==> config.mk <==
export PLATFORM = sky130hd
export DESIGN_NAME = fpu_fwd_ctrl
export DESIGN_NICKNAME = d
export VERILOG_FILES = /design/src/rtl/fp_pkg.sv /design/src/rtl/fpu_fwd_sel.sv /design/src/rtl/fpu_fwd_ctrl.sv
export SDC_FILE = /design/constraint.sdc
export NUM_CORES = 1
export LEC_CHECK = 0
export BUFFER_PORTS_ARGS = -buffer_cell sky130_fd_sc_hd__buf_2
export CAP_MARGIN = 5
export CORE_ASPECT_RATIO = 1.4
export CORE_UTILIZATION = 49
export DETAILED_ROUTE_END_ITERATION = 8
export PLACE_DENSITY = 0.77
export SLEW_MARGIN = 5
export SYNTH_ARGS = -nofsm -noshare
export SYNTH_HDL_FRONTEND = slang
export SYNTH_SLANG_ARGS = --single-unit
==> constraint.sdc <==
create_clock -name i_clk -period 3.4 [get_ports i_clk]
set_clock_uncertainty 0.1 [all_clocks]
set_input_delay 0.68 -clock i_clk [delete_from_list [all_inputs] [get_ports i_clk]]
set_output_delay 0.68 -clock i_clk [all_outputs]
set_load 0.02 [all_outputs]
==> src/rtl/fp_pkg.sv <==
// fp_pkg: shared types and constants for the FP operand-forwarding control block.
//   FLEN       FP data width
//   NREG       number of FP registers
//   RAW        register address width
//   FWD_*      2-bit forward-select encodings driven to the operand muxes
//   stage_t    packed pipeline stage entry {valid, rd, data}
package fp_pkg;

  localparam int unsigned FLEN = 32;
  localparam int unsigned NREG = 32;
  localparam int unsigned RAW  = 5;

  localparam logic [1:0] FWD_RF  = 2'b00;
  localparam logic [1:0] FWD_WB  = 2'b01;
  localparam logic [1:0] FWD_MEM = 2'b10;

  typedef struct packed {
    logic            valid;
    logic [RAW-1:0]  rd;
    logic [FLEN-1:0] data;
  } stage_t;

endpackage

==> src/rtl/fpu_fwd_sel.sv <==
// fpu_fwd_sel: per-operand forward-select comparator.
//   i_use        operand is actually read
//   i_rs         operand source register
//   i_mem_valid  MEM stage holds a result
//   i_mem_rd     MEM stage destination
//   i_wb_valid   WB stage holds a result
//   i_wb_rd      WB stage destination
//   o_sel        FWD_MEM / FWD_WB / FWD_RF
module fpu_fwd_sel
  import fp_pkg::*;
(
  input  logic           i_use,
  input  logic [RAW-1:0] i_rs,
  input  logic           i_mem_valid,
  input  logic [RAW-1:0] i_mem_rd,
  input  logic           i_wb_valid,
  input  logic [RAW-1:0] i_wb_rd,
  output logic [1:0]     o_sel
);

  // MEM is younger than WB, so it wins when both hold the same register.
  always_comb begin
    o_sel = FWD_RF;
    if (i_use && i_mem_valid && (i_mem_rd == i_rs)) begin
      o_sel = FWD_MEM;
    end else if (i_use && i_wb_valid && (i_wb_rd == i_rs)) begin
      o_sel = FWD_WB;
    end
  end

endmodule

==> src/rtl/fpu_fwd_ctrl.sv <==
// fpu_fwd_ctrl: FPU result pipeline (MEM/WB) plus forwarding and hazard control.
//   i_clk, i_rst          clock, synchronous active-high reset
//   i_pipe_hold           freeze MEM/WB
//   i_ex_*                EX-stage single-cycle result / long-op issue
//   i_long_*              iterative unit (FDIV/FSQRT) completion
//   i_rs*_addr, i_use_rs* consumer source operands
//   o_forward_x/y/z       operand mux selects (00 RF, 01 WB, 10 MEM)
//   o_fpu_result_mem/wb   stage results
//   o_fp_rf_we/waddr/wdata register-file write port (from WB)
//   o_hazard_stall        combinational stall to the front end
module fpu_fwd_ctrl
  import fp_pkg::*;
(
  input  logic            i_clk,
  input  logic            i_rst,
  input  logic            i_pipe_hold,
  input  logic            i_ex_valid,
  input  logic            i_ex_wen,
  input  logic [RAW-1:0]  i_ex_rd,
  input  logic [FLEN-1:0] i_ex_result,
  input  logic            i_ex_long_issue,
  input  logic            i_long_done,
  input  logic [RAW-1:0]  i_long_rd,
  input  logic [FLEN-1:0] i_long_result,
  input  logic [RAW-1:0]  i_rs1_addr,
  input  logic [RAW-1:0]  i_rs2_addr,
  input  logic [RAW-1:0]  i_rs3_addr,
  input  logic            i_use_rs1,
  input  logic            i_use_rs2,
  input  logic            i_use_rs3,
  output logic [1:0]      o_forward_x,
  output logic [1:0]      o_forward_y,
  output logic [1:0]      o_forward_z,
  output logic [FLEN-1:0] o_fpu_result_mem,
  output logic [FLEN-1:0] o_fpu_result_wb,
  output logic            o_fp_rf_we,
  output logic [RAW-1:0]  o_fp_rf_waddr,
  output logic [FLEN-1:0] o_fp_rf_wdata,
  output logic            o_hazard_stall
);

  stage_t          r_mem;
  stage_t          r_wb;
  stage_t          r_skid;
  logic [NREG-1:0] r_pending;

  stage_t          w_mem_d;
  logic [NREG-1:0] w_pending_d;
  logic            w_stall;
  logic            w_clr_en;
  logic [RAW-1:0]  w_clr_rd;
  logic            w_set_en;

  // A long result (live or skidded) owns MEM entry this cycle, so an EX write must retry.
  always_comb begin
    w_stall = (i_use_rs1 & r_pending[i_rs1_addr]) |
              (i_use_rs2 & r_pending[i_rs2_addr]) |
              (i_use_rs3 & r_pending[i_rs3_addr]) |
              ((i_long_done | r_skid.valid) & i_ex_valid & i_ex_wen);
  end

  always_comb begin
    w_mem_d  = '{valid: 1'b0, rd: r_mem.rd, data: r_mem.data};
    w_clr_en = 1'b0;
    w_clr_rd = i_long_rd;
    if (r_skid.valid) begin
      w_mem_d  = r_skid;
      w_clr_en = 1'b1;
      w_clr_rd = r_skid.rd;
    end else if (i_long_done) begin
      w_mem_d  = '{valid: 1'b1, rd: i_long_rd, data: i_long_result};
      w_clr_en = 1'b1;
    end else if (i_ex_valid && i_ex_wen && !w_stall) begin
      w_mem_d = '{valid: 1'b1, rd: i_ex_rd, data: i_ex_result};
    end
  end

  // Clear first, then set, so a same-register set/clear leaves the bit set.
  always_comb begin
    w_set_en    = i_ex_valid & i_ex_long_issue & ~w_stall;
    w_pending_d = r_pending;
    if (w_clr_en && !i_pipe_hold) begin
      w_pending_d[w_clr_rd] = 1'b0;
    end
    if (w_set_en) begin
      w_pending_d[i_ex_rd] = 1'b1;
    end
  end

  always_ff @(posedge i_clk) begin
    if (i_rst) begin
      r_mem     <= '0;
      r_wb      <= '0;
      r_skid    <= '0;
      r_pending <= '0;
    end else begin
      r_pending <= w_pending_d;
      if (!i_pipe_hold) begin
        r_mem        <= w_mem_d;
        r_wb         <= r_mem;
        r_skid.valid <= 1'b0;
      end else if (i_long_done && !r_skid.valid) begin
        // Park the pulse until the pipeline is released.
        r_skid <= '{valid: 1'b1, rd: i_long_rd, data: i_long_result};
      end
    end
  end

  fpu_fwd_sel u_sel_x (
    .i_use       (i_use_rs1),
    .i_rs        (i_rs1_addr),
    .i_mem_valid (r_mem.valid),
    .i_mem_rd    (r_mem.rd),
    .i_wb_valid  (r_wb.valid),
    .i_wb_rd     (r_wb.rd),
    .o_sel       (o_forward_x)
  );

  fpu_fwd_sel u_sel_y (
    .i_use       (i_use_rs2),
    .i_rs        (i_rs2_addr),
    .i_mem_valid (r_mem.valid),
    .i_mem_rd    (r_mem.rd),
    .i_wb_valid  (r_wb.valid),
    .i_wb_rd     (r_wb.rd),
    .o_sel       (o_forward_y)
  );

  fpu_fwd_sel u_sel_z (
    .i_use       (i_use_rs3),
    .i_rs        (i_rs3_addr),
    .i_mem_valid (r_mem.valid),
    .i_mem_rd    (r_mem.rd),
    .i_wb_valid  (r_wb.valid),
    .i_wb_rd     (r_wb.rd),
    .o_sel       (o_forward_z)
  );

  assign o_fpu_result_mem = r_mem.data;
  assign o_fpu_result_wb  = r_wb.data;
  assign o_fp_rf_we       = r_wb.valid;
  assign o_fp_rf_waddr    = r_wb.rd;
  assign o_fp_rf_wdata    = r_wb.data;
  assign o_hazard_stall   = w_stall;

endmodule
Word-level counts from Yosys, hierarchy flattened
Cells that the tools add are included.
W data, S select, Z words.
{"block": "word_totals", "regBits": 146, "out_inout_bits": 109, "word_cells": 88}
{"block": "op_classes", "order_cmp": 7, "eq_ne": 6, "muxes": 24, "n_bitwise": 16, "n_reduce_logical": 25}
{"cell": "$mux W38", "count": 3}
{"cell": "$mux W32", "count": 2}
{"cell": "$and A32 B32 Y32", "count": 1}
{"cell": "$not A32 Y32", "count": 1}
{"cell": "$or A32 B32 Y32", "count": 1}
{"cell": "$eq A5 B5 Y1", "count": 6}
{"cell": "$lt A5 B6 Y1 const B", "count": 5}
{"cell": "$logic_and A1 B1 Y1", "count": 18}
{"cell": "$bmux W1 S5", "count": 3}
{"cell": "$demux W1 S5", "count": 2}
{"cell": "$ge A5 B1 Y1 const B", "count": 2}
{"cell": "$mux W1", "count": 10}
{"cell": "$and A1 B1 Y1", "count": 7}
{"cell": "$mux W2", "count": 3}
{"cell": "$mux W5", "count": 1}
{"cell": "$or A1 B1 Y1", "count": 4}
{"cell": "$reduce_and A2 Y1", "count": 2}
{"cell": "$logic_not A1 Y1", "count": 3}
{"cell": "$reduce_bool A3 Y1", "count": 1}
{"cell": "$not A1 Y1", "count": 2}
{"cell": "$reduce_or A2 Y1", "count": 1}

Longest topological paths before layout
Gate-level depths: netlist of the first run.
{"block": "logic_depth", "ltp_word": 11, "depth_mapped": 9, "depth_no_buf": 6}

Hierarchy
A second synthesis of the first run with hierarchy kept.
{"block": "unflattened", "hier_cells": 939, "hier_area_um2": 7876.3}
{"mod": "fpu_fwd_ctrl", "instances": 1, "cells_per_inst": 891, "area_each_um2": 7482.2}
{"mod": "fpu_fwd_sel", "instances": 3, "cells_per_inst": 16, "area_each_um2": 131.4}

Worst setup path after synthesis of the first run
Ideal clock, no wire load.
{"block": "synth_timing", "kind": "input to output", "startpoint": "in i_rs1_addr[1]", "endpoint": "out o_hazard_stall", "t_arrival_ns": 2.696, "t_required_ns": 2.620, "slack_ns": -0.076, "cell_stages": 7, "path_cell_list": "buf_2 -> mux4_2 -> mux4_2 -> nand2b_1 -> nand2_1 -> clkbuf_1 -> o211ai_1"}
{"block": "synth_between", "elab_chain_cells": 6}
{"item": "from (decl)", "line": "fpu_fwd_ctrl.sv:25", "rtl": "input logic [RAW-1:0] i_rs1_addr,"}
{"item": "$bmux W1 S5", "line": "fpu_fwd_ctrl.sv:56", "rtl": "w_stall = (i_use_rs1 & r_pending[i_rs1_addr]) |"}
{"item": "$mux W1 (implied by the code)", "line": "fpu_fwd_ctrl.sv:56"}
{"item": "$and A1 B1 Y1", "line": "fpu_fwd_ctrl.sv:56"}
{"item": "$or A1 B1 Y1", "line": "fpu_fwd_ctrl.sv:56"}
{"item": "$or A1 B1 Y1", "line": "fpu_fwd_ctrl.sv:57", "rtl": "(i_use_rs2 & r_pending[i_rs2_addr]) |"}
{"item": "$or A1 B1 Y1", "line": "fpu_fwd_ctrl.sv:58", "rtl": "(i_use_rs3 & r_pending[i_rs3_addr]) |"}
{"item": "to (decl)", "line": "fpu_fwd_ctrl.sv:39", "rtl": "output logic o_hazard_stall"}
Every way passes these cells. The select of a mux whose other input is x is not followed.

Worst setup path after layout of the first run
{"block": "layout_timing", "startpoint": "in i_rs2_addr[1]", "endpoint": "out o_hazard_stall"}
{"block": "layout_between", "elab_chain_cells": 6}
{"item": "from (decl)", "line": "fpu_fwd_ctrl.sv:26", "rtl": "input logic [RAW-1:0] i_rs2_addr,"}
{"item": "$bmux W1 S5", "line": "fpu_fwd_ctrl.sv:57"}
{"item": "$mux W1 (implied by the code)", "line": "fpu_fwd_ctrl.sv:57"}
{"item": "$and A1 B1 Y1", "line": "fpu_fwd_ctrl.sv:57"}
{"item": "$or A1 B1 Y1", "line": "fpu_fwd_ctrl.sv:56"}
{"item": "$or A1 B1 Y1", "line": "fpu_fwd_ctrl.sv:57"}
{"item": "$or A1 B1 Y1", "line": "fpu_fwd_ctrl.sv:58"}
Every way passes these cells. The select of a mux whose other input is x is not followed.

==> results of run 1 <==
state kept, by name (all words and copies together), names as in the netlist:
register,cells
r_skid,38
o_fp_rf_wdata,32
o_fpu_result_mem,32
r_pending,32
r_mem,6
o_fp_rf_waddr,5
o_fp_rf_we,1
per-layer routing:
layer | share of wire, % | up-vias
met3 | 7.7 | 89
met2 | 50 | 366
li1 | - | 3728
met1 | 37 | 3671
met4 | 5.1 | 6
met5 | 0.15 | -
cells by family (layout without fill, tap and decap cells):
kind of cell,Yosys count,in the layout
and+or+nand+nor,358,358
AOI/OAI and AO/OA,229,229
xor gates and xnor gates,30,30
other,0,6
DFF,146,146
muxes,80,80
buffers and inverters,152,275
final timing paths:
check | from | to | slack [ns] | cells after the start
worst min register to register | r_skid[2] | r_skid[2] | 0.35 | 2
worst max-delay path | i_rs2_addr[1] | o_hazard_stall | 0.13 | 7
worst max register to register | r_pending[8] | o_fpu_result_mem[13] | 0.62 | 8
worst min-delay path | r_skid[2] | r_skid[2] | 0.35 | 2
repair_timing:
| item | CTS | global route |
|---|---|---|
| resized for setup | 0 | 2 |
| hold buffers | 0 | 0 |
| endpoints found under the setup margin | 0 | 1 |
| endpoints found under the hold margin | 0 | 0 |
| setup buffers | 0 | 0 |
worst reg2reg max path, cell delays in order, from the launching register on:
cell and delay [ns]:
dfxtp_1 0.36, mux4_2 0.46, mux2_2 0.28, a221o_1 0.33, buf_4 0.15, a211oi_4 0.36
o2bb2ai_4 0.27, buf_4 0.25, a211oi_2 0.08
power breakdown:
| group | switching (mW) | internal [mW] |
|---|---|---|
| Sequential | 0.0770 | 1.79 |
| Combinational | 0.519 | 0.330 |
| Clock | 0.774 | 1.06 |
| Total | 1.37 | 3.18 |
per-stage QoR:
| stage | power, mW | setup slack [ns] | cell area [um^2] | cells |
|---|---|---|---|---|
| 4_1_cts | 4.58 | 0.0440 | 9870 | 1321 |
| 3_5_place_dp | 2.75 | 0.0487 | 9290 | 1289 |
| 2_1_floorplan | 2.51 | 0.0419 | 8480 | 995 |
| 6_report | 4.55 | 0.128 | 9890 | 1327 |
| 5_1_grt | 4.73 | 0.0130 | 9880 | 1323 |
| 3_3_place_gp | 2.74 | 0.0661 | 9290 | 1289 |
cell usage after synthesis (7+ instances only):
master | number | area share [%]
a211oi_1 | 17 | 1.5
a211oi_2 | 21 | 3.1
a21oi_1 | 76 | 4.5
a41oi_1 | 37 | 3.8
buf_2 | 13 | 0.77
buf_4 | 75 | 6.6
clkbuf_1 | 56 | 2.5
dfxtp_1 | 146 | 34
mux2_2 | 9 | 1.2
mux2i_1 | 48 | 5.7
mux4_2 | 23 | 6.1
nand2_1 | 186 | 8.2
nand2b_1 | 44 | 3.2
nand3_1 | 9 | 0.53
nand3b_1 | 33 | 2.9
nor2_1 | 58 | 2.6
nor2b_1 | 7 | 0.52
nor3_1 | 8 | 0.47
o21ai_0 | 33 | 1.9
o41ai_1 | 32 | 3.3
xnor2_1 | 30 | 3.1
final cells by class:
type	count	area [um^2]	area share [%]
Sequential cell	146	2920	29.6
Antenna cell	6	15.0	0.152
Timing Repair Buffer	241	1400	14.1
Inverter	2	7.51	0.0759
Clock buffer	20	457	4.62
Clock inverter	12	120	1.22
Tap cell	203	254	2.57
Multi-Input combinational cell	697	4710	47.7
==> flow_metrics.tcl, run 1 <==
set metrics [dict create \
    layout_common_cells "buf_2, nand2_1, dfxtp_1" \
    dp_hpwl_um 18800 \
    slew_violations 0 \
    tightest_slew_ns 0.756 \
    cts_buffer_depth 2 \
    synth_top_family_by_area "compound AO/OA/AOI/OAI gates" \
    drive_gt1_share_pct 30.0 \
    via_per_inst 5.92 \
    cap_viol_max_count 0 \
    hold_class "reg2reg" \
    io_pins 208 \
    endpoint_kind "primary output" \
    syn_inst 995 \
    grtUsageMet1_pct 32.0 \
    syn_nets 1094 \
    worstPathRequired_ns 2.62 \
    vias 7860 \
    fin_util_pct 58.8 \
    cpLargestDelayFamily "multiplexers" \
    rows 56 \
    die_w_um 113 \
    synth_area_per_cell_um2 8.52 \
    grt_use_total_pct 29.5 \
    grt_pass1_vias 7387 \
    core_um2 16800 \
    final_common_cell "buf_2" \
    fp.dieArea_um2 17800 \
    cp_num_buf_inv 2 \
    crit_chain "buf_2, mux4_2, mux2_2, o221a_2, a22oi_2, o211ai_1, buf_2" \
    ctsHtreeMaxLevel 4 \
    syn_area_um2 8480 \
    use_met3_pct 9.15 \
    clock_latency_ns 0.43 \
    synthArstFlopShare_pct 0 \
    routed_wirelength_um 26200 \
    initial_utilization_pct 50.4 \
    fin_nets 1204 \
    finalCriticalPeriod_ns 3.27 \
    slew_headroom_pct 49.6 \
    antenna_found_initial 10 \
    ys_ff_latch 146 \
    firstDrtPassIters 5 \
    chipHeight_um 158 \
    cts-root-buf "clkbuf_16" \
    powerDensity_nw_per_um2 461 \
    synth_compound_area_share_pct 19.7 \
    ys_types 36 \
    area_growth_pct 16.6 \
    busiest_layer "met2" \
    synthMuxAreaShare_pct 13.0 \
    ys.flop_type "dfxtp_1" \
    yosys.area_share.xor_xnor_pct 3.10 \
    drtIter0Drc 738 \
    ant_nets 0 \
    cp_slowest_cell "mux4_2" \
    globalRouteMet2Util_pct 51.1 \
    whs_ns 0.354 \
    grt_pass1_wl_um 40200 \
    rsz0062_at_grt "no" \
    globalplace.congestion 0.978 \
    cts.sinks 146 \
    wl_per_cell_um 19.7 \
    slowest_delay_ns 0.52 \
    grt_max_degree 96 \
    drc_errors 0 \
    hold_violations 0 \
    nFillCells 1523 \
    cts_buffers 17 \
    crit_path_max_fanout 8 \
    grt-ovfl-total 0 \
    crit_top_cell "buf_2" \
    outcome "complete, no violations" \
    yosys.area_share.simple_pct 19.5 \
    critPathKind "in2out" \
    cp.arrival_ns 2.49 \
    clk_pin_slew_ns 0.06 \
    p_leak_nw 4.05 \
    io_buffers 207 \
    synth_edf_count 0 \
    ir_drop_mv 0.448 \
    ys_seq_area_share_pct 34.5 \
    synthAdderAreaFrac_pct 0 \
    cts_tree "yes" \
    timing.fmax_mhz 306 \
    fin_crit_sh_pct 96.2 \
    cp-start-kind "input port" \
    setup_tns_ns 0 \
    final-setup-viol-count 0 \
    ys.warnings.count 0 \
]
Power figures use the tool's default switching activity.
==> run 2: changes to the inputs <==
Settings changed: RECOVER_POWER set to 100.
==> run 2 against run 1 <==
  * Largest cell class unchanged
  * Maximum frequency shrank 0.19%
  * Die area is the same
  * Non-clock buffer count is the same
  * Cell count is essentially flat
  * Critical path depth is the same
  * Critical endpoint unchanged
  * Combinational power shrank 2.8%
  * Power shrank 0.48%
  * Final area shrank 1.8%
==> flow_metrics.tcl, run 2 (same netlist as run 1, synthesis figures left out) <==
set metrics [dict create \
    finalCriticalPeriod_ns 3.28 \
    postCtsSetupBuffers 0 \
    timing.fmax_mhz 305 \
    globalplace.congestion 0.978 \
    cts_buffers 17 \
    vias 8000 \
    slowest_delay_ns 0.39 \
    clk_pin_slew_ns 0.06 \
    whs_ns 0.352 \
    dp_hpwl_um 18800 \
    nFillCells 1600 \
    fp.dieArea_um2 17800 \
    cp.arrival_ns 2.50 \
    globalRouteMet2Util_pct 51.1 \
    grtUsageMet1_pct 32.0 \
    firstDrtPassIters 5 \
    hold_class "reg2reg" \
    slew_headroom_pct 18.5 \
    layout_common_cells "nand2_1, dfxtp_1, clkbuf_1" \
    core_um2 16800 \
    grt_max_degree 96 \
    crit_path_max_fanout 6 \
    slew_violations 0 \
    outcome "complete, no violations" \
    grt_pass1_vias 7387 \
    grt_use_total_pct 29.5 \
    ant_nets 0 \
    reg2reg_depth 5 \
    clock_latency_ns 0.43 \
    drtIter0Drc 789 \
    rows 56 \
    area_growth_pct 14.4 \
    worstPathRequired_ns 2.62 \
    worst-r2r-setup-slack_ns 0.29 \
    rr_startpoint "r_skid[37]" \
    io_pins 208 \
    critPathKind "in2out" \
    cap_viol_max_count 0 \
    routed_wirelength_um 26200 \
    power_mw 4.53 \
    via_per_inst 6.02 \
    setup_tns_ns 0 \
    top_register "r_skid" \
    drc_errors 0 \
    busiest_layer "met2" \
    largest_reg_flops 38 \
    grt-ovfl-total 0 \
    drive_gt1_share_pct 19.9 \
    wl_per_cell_um 19.7 \
    ir_drop_mv 0.444 \
    p_leak_nw 3.60 \
    fin_nets 1204 \
    cts-root-buf "clkbuf_16" \
    chipHeight_um 158 \
    hold_violations 0 \
    cts_tree "yes" \
    cp-start-kind "input port" \
    rsz0062_at_grt "no" \
    cts.sinks 146 \
    crit_chain "clkbuf_1, mux4_2, mux2_2, a221o_1, a22oi_2, o211ai_1, buf_2" \
    cp-endpoint "o_hazard_stall" \
    endpoint_kind "primary output" \
    cts_buffer_depth 2 \
    grt_pass1_wl_um 40200 \
    final-setup-viol-count 0 \
    use_met3_pct 9.15 \
    crit_start "i_rs3_addr[1]" \
    final_common_cell "nand2_1" \
    ctsHtreeMaxLevel 4 \
    io_buffers 207 \
    antenna_found_initial 10 \
    hold_start "r_skid[2]" \
    cp_slowest_cell "a221o_1" \
    tightest_slew_ns 1.22 \
    powerDensity_nw_per_um2 467 \
    fin_crit_sh_pct 96.4 \
    fin_util_pct 57.7 \
    initial_utilization_pct 50.4 \
    die_w_um 113 \
    worst_r2r_endpoint "o_fpu_result_mem[12]" \
]
==> run 2: cell types whose count changed in the layout (fill, tap and decap cells not counted), sizes merged <==
cell	before	now
diode	6	7
buf	241	125
clkbuf	20	136
==> run 2: cell type report <==
cell class                      instances  area, um^2  share of cell area, %
Clock buffer                           20         457                   4.71
Inverter                                2        7.51                 0.0774
Antenna cell                            7        17.5                  0.181
Tap cell                              203         254                   2.62
Sequential cell                       146        2920                   30.1
Clock inverter                         12         120                   1.24
Timing Repair Buffer                  241        1230                   12.6
Multi-Input combinational cell        697        4700                   48.4
==> run 2: worst min-delay path by stage <==
stage	end	slack, ns	cells past startpoint
2_1_floorplan	r_skid[35]	0.34	2
3_3_place_gp	r_skid[27]	0.34	2
3_5_place_dp	r_skid[6]	0.35	2
4_1_cts	r_skid[6]	0.35	2
5_1_grt	r_skid[23]	0.37	2
6_report	r_skid[2]	0.35	2
==> run 2: stage by stage <==
step	area, um^2	setup slack (ns)	cells
finish	9700	0.122	1328
global route	9690	0.0119	1323
CTS	9870	0.0440	1321
detailed placement	9290	0.0487	1289
global placement	9290	0.0661	1289
floorplan	8480	0.0419	995
==> run 2: critical path: cells and delay by family <==
family / cells / cell delay, ns
AO/OA/AOI/OAI: 3 / 0.66
buffers and inverters: 2 / 0.51
multiplexers: 2 / 0.65
==> run 2: repair_timing <==
item,CTS,global route
resized for setup,0,2
hold buffers,0,0
endpoints found under the setup margin,0,1
==> run 2: power by group <==
part	total, mW	internal (mW)	leakage (nW)	switching [mW]
logic	0.825	0.307	2.13	0.517
registers	1.87	1.79	1.19	0.0791
clock network	1.83	1.06	0.278	0.774
==> run 2: per-layer routing <==
| layer | wire length (um) | part of all wire [%] | vias to the layer above |
|---|---|---|---|
| met5 | 38 | 0.14 | - |
| met1 | 9630 | 37 | 3751 |
| met3 | 2150 | 8.2 | 98 |
| met2 | 13000 | 49 | 404 |
| met4 | 1450 | 5.5 | 6 |
| li1 | - | - | 3741 |
==> run 3: changes to the inputs <==
==> constraint.sdc (replaced) <==
create_clock -name i_clk -period 3.4 [get_ports i_clk]
set_clock_uncertainty 0.1 [all_clocks]
set_input_delay 0.85 -clock i_clk [delete_from_list [all_inputs] [get_ports i_clk]]
set_output_delay 0.85 -clock i_clk [all_outputs]
set_load 0.02 [all_outputs]
==> run 3 against run 2 <==
  * The run now ends with setup timing left
  * Clock power is 16% higher
  * Register-to-register slack worse by 0.10 ns
  * First-iteration DRC count decreased by 13%
  * Hold slack better by 0.0013 ns
  * Combinational power rose by 6.1%
  * Maximum frequency down 7.3%
  * Critical path type unchanged
  * Highest routed layer unchanged
==> flow_metrics.tcl, run 3 (same netlist as run 1, synthesis figures left out) <==
set metrics [dict create \
    top_register "r_skid" \
    nFillCells 1493 \
    cp.arrival_ns 2.59 \
    crit_path_max_fanout 7 \
    tightest_slew_ns 1.19 \
    cts-root-buf "clkbuf_16" \
    routed_wirelength_um 26800 \
    drive_gt1_share_pct 23.6 \
    p_leak_nw 3.88 \
    grt_pass1_wl_um 40900 \
    cp_slowest_cell "mux4_2" \
    crit_chain "buf_12, mux4_2, mux2_4, a221o_1, a22oi_2, o211ai_1, buf_4" \
    rows 56 \
    ant_nets 0 \
    dp_hpwl_um 18800 \
    via_per_inst 5.97 \
    final_common_cell "nand2_1" \
    clk_pin_slew_ns 0.06 \
    wl_per_cell_um 19.8 \
    cap_viol_max_count 0 \
    ir_drop_mv 0.333 \
    largest_reg_flops 38 \
    initial_utilization_pct 50.4 \
    chipHeight_um 158 \
    whs_ns 0.353 \
    grt_max_degree 68 \
    cpLargestDelayFamily "multiplexers" \
    place_area_um2 9340 \
    dpl_worst_slack_ns -0.296 \
    io_pins 208 \
    grt-ovfl-total 0 \
    endpoint_kind "primary output" \
    firstDrtPassIters 5 \
    ctsHtreeMaxLevel 4 \
    drtIter0Drc 684 \
    rsz0062_at_grt "yes" \
    timing.fmax_mhz 283 \
    final_cells 1351 \
    worstPathRequired_ns 2.45 \
    grt_pass1_vias 7577 \
    slew_headroom_pct 20.7 \
    cts.sinks 146 \
    cts_buffer_depth 2 \
    area_growth_pct 20.2 \
    antenna_found_initial 11 \
    hold_violations 0 \
    core_um2 16800 \
    slowest_delay_ns 0.50 \
    fp.dieArea_um2 17800 \
    slew_violations 0 \
    globalplace.congestion 0.932 \
    fin_util_pct 60.6 \
    drc_errors 0 \
    fin_crit_sh_pct 104 \
    cts_tree "yes" \
    final_area_um2 10200 \
    io_buffers 207 \
    grt_use_total_pct 29.8 \
    setup_tns_ns -0.137 \
    setup_ws_ns -0.137 \
    cp-start-kind "input port" \
    power_mw 4.87 \
    fin_nets 1224 \
    critPathKind "in2out" \
    vias 8071 \
    finalCriticalPeriod_ns 3.54 \
    hold_buffers 0 \
    die_w_um 113 \
    dp_cells 1299 \
    violations "setup timing" \
    cts_buffers 17 \
    cp_num_buf_inv 2 \
    hold_class "reg2reg" \
    outcome "finished with violations" \
    powerDensity_nw_per_um2 478 \
    clock_latency_ns 0.42 \
    layout_common_cells "nand2_1, dfxtp_1, clkbuf_1" \
    final-setup-viol-count 1 \
]
-- run 3: cell types whose count changed in the layout (fill, tap and decap cells not counted), sizes merged --
cell / delta
buf: +23
bufinv: +5
clkbuf: -3
diode: +3
inv: -3
clkinvlp: -2
-- run 3: power by group --
part / internal, mW / switching (mW) / total [mW] / leakage (nW)
Combinational: 0.335 / 0.540 / 0.875 / 2.37
Sequential: 1.79 / 0.0791 / 1.87 / 1.19
Clock: 1.38 / 0.738 / 2.12 / 0.323
-- run 3: area by class of cell --
cell class	count	area (um^2)	share of cell area, %
inverter	2	7.51	0.0736
antenna	10	25.0	0.245
multi-input combinational	697	4900	48.0
tap	203	254	2.49
clock buffer	20	437	4.28
sequential	146	2920	28.7
clock inverter	12	229	2.25
timing repair buffer	261	1420	13.9
-- run 3: final timing paths --
check / startpoint / endpoint / slack, ns / cells after the start
max: i_rs3_addr[0] / o_hazard_stall / -0.14 / 7
min: r_skid[10] / r_skid[10] / 0.35 / 2
max reg2reg: r_pending[14] / r_pending[16] / 0.19 / 12
min reg2reg: r_skid[10] / r_skid[10] / 0.35 / 2
-- run 3: metal layers --
metal | wire length [um] | vias up | global-route usage (%)
met5 | 47 | - | 0
met4 | 1270 | 6 | 15.7
met3 | 2250 | 83 | 8.88
met2 | 13400 | 420 | 51.6
met1 | 9850 | 3788 | 32.9
li1 | - | 3774 | -
-- run 3: worst reg2reg max path, stage by stage (launching register included) --
cell and delay, ns:
dfxtp_1 0.36, mux4_2 0.48, mux2_4 0.27, a221o_1 0.35, a22oi_2 0.20, buf_4 0.14, buf_4 0.09, buf_4 0.09
buf_4 0.10, buf_12 0.16, nand2_1 0.12, buf_12 0.22, o41ai_1 0.41
-- run 3: what timing repair did --
item                                    in CTS  in global routing
pin swaps                                    4                  4
buffers inserted                             9                  1
gates resized for setup                     10                 34
endpoints found under the setup margin       1                 41
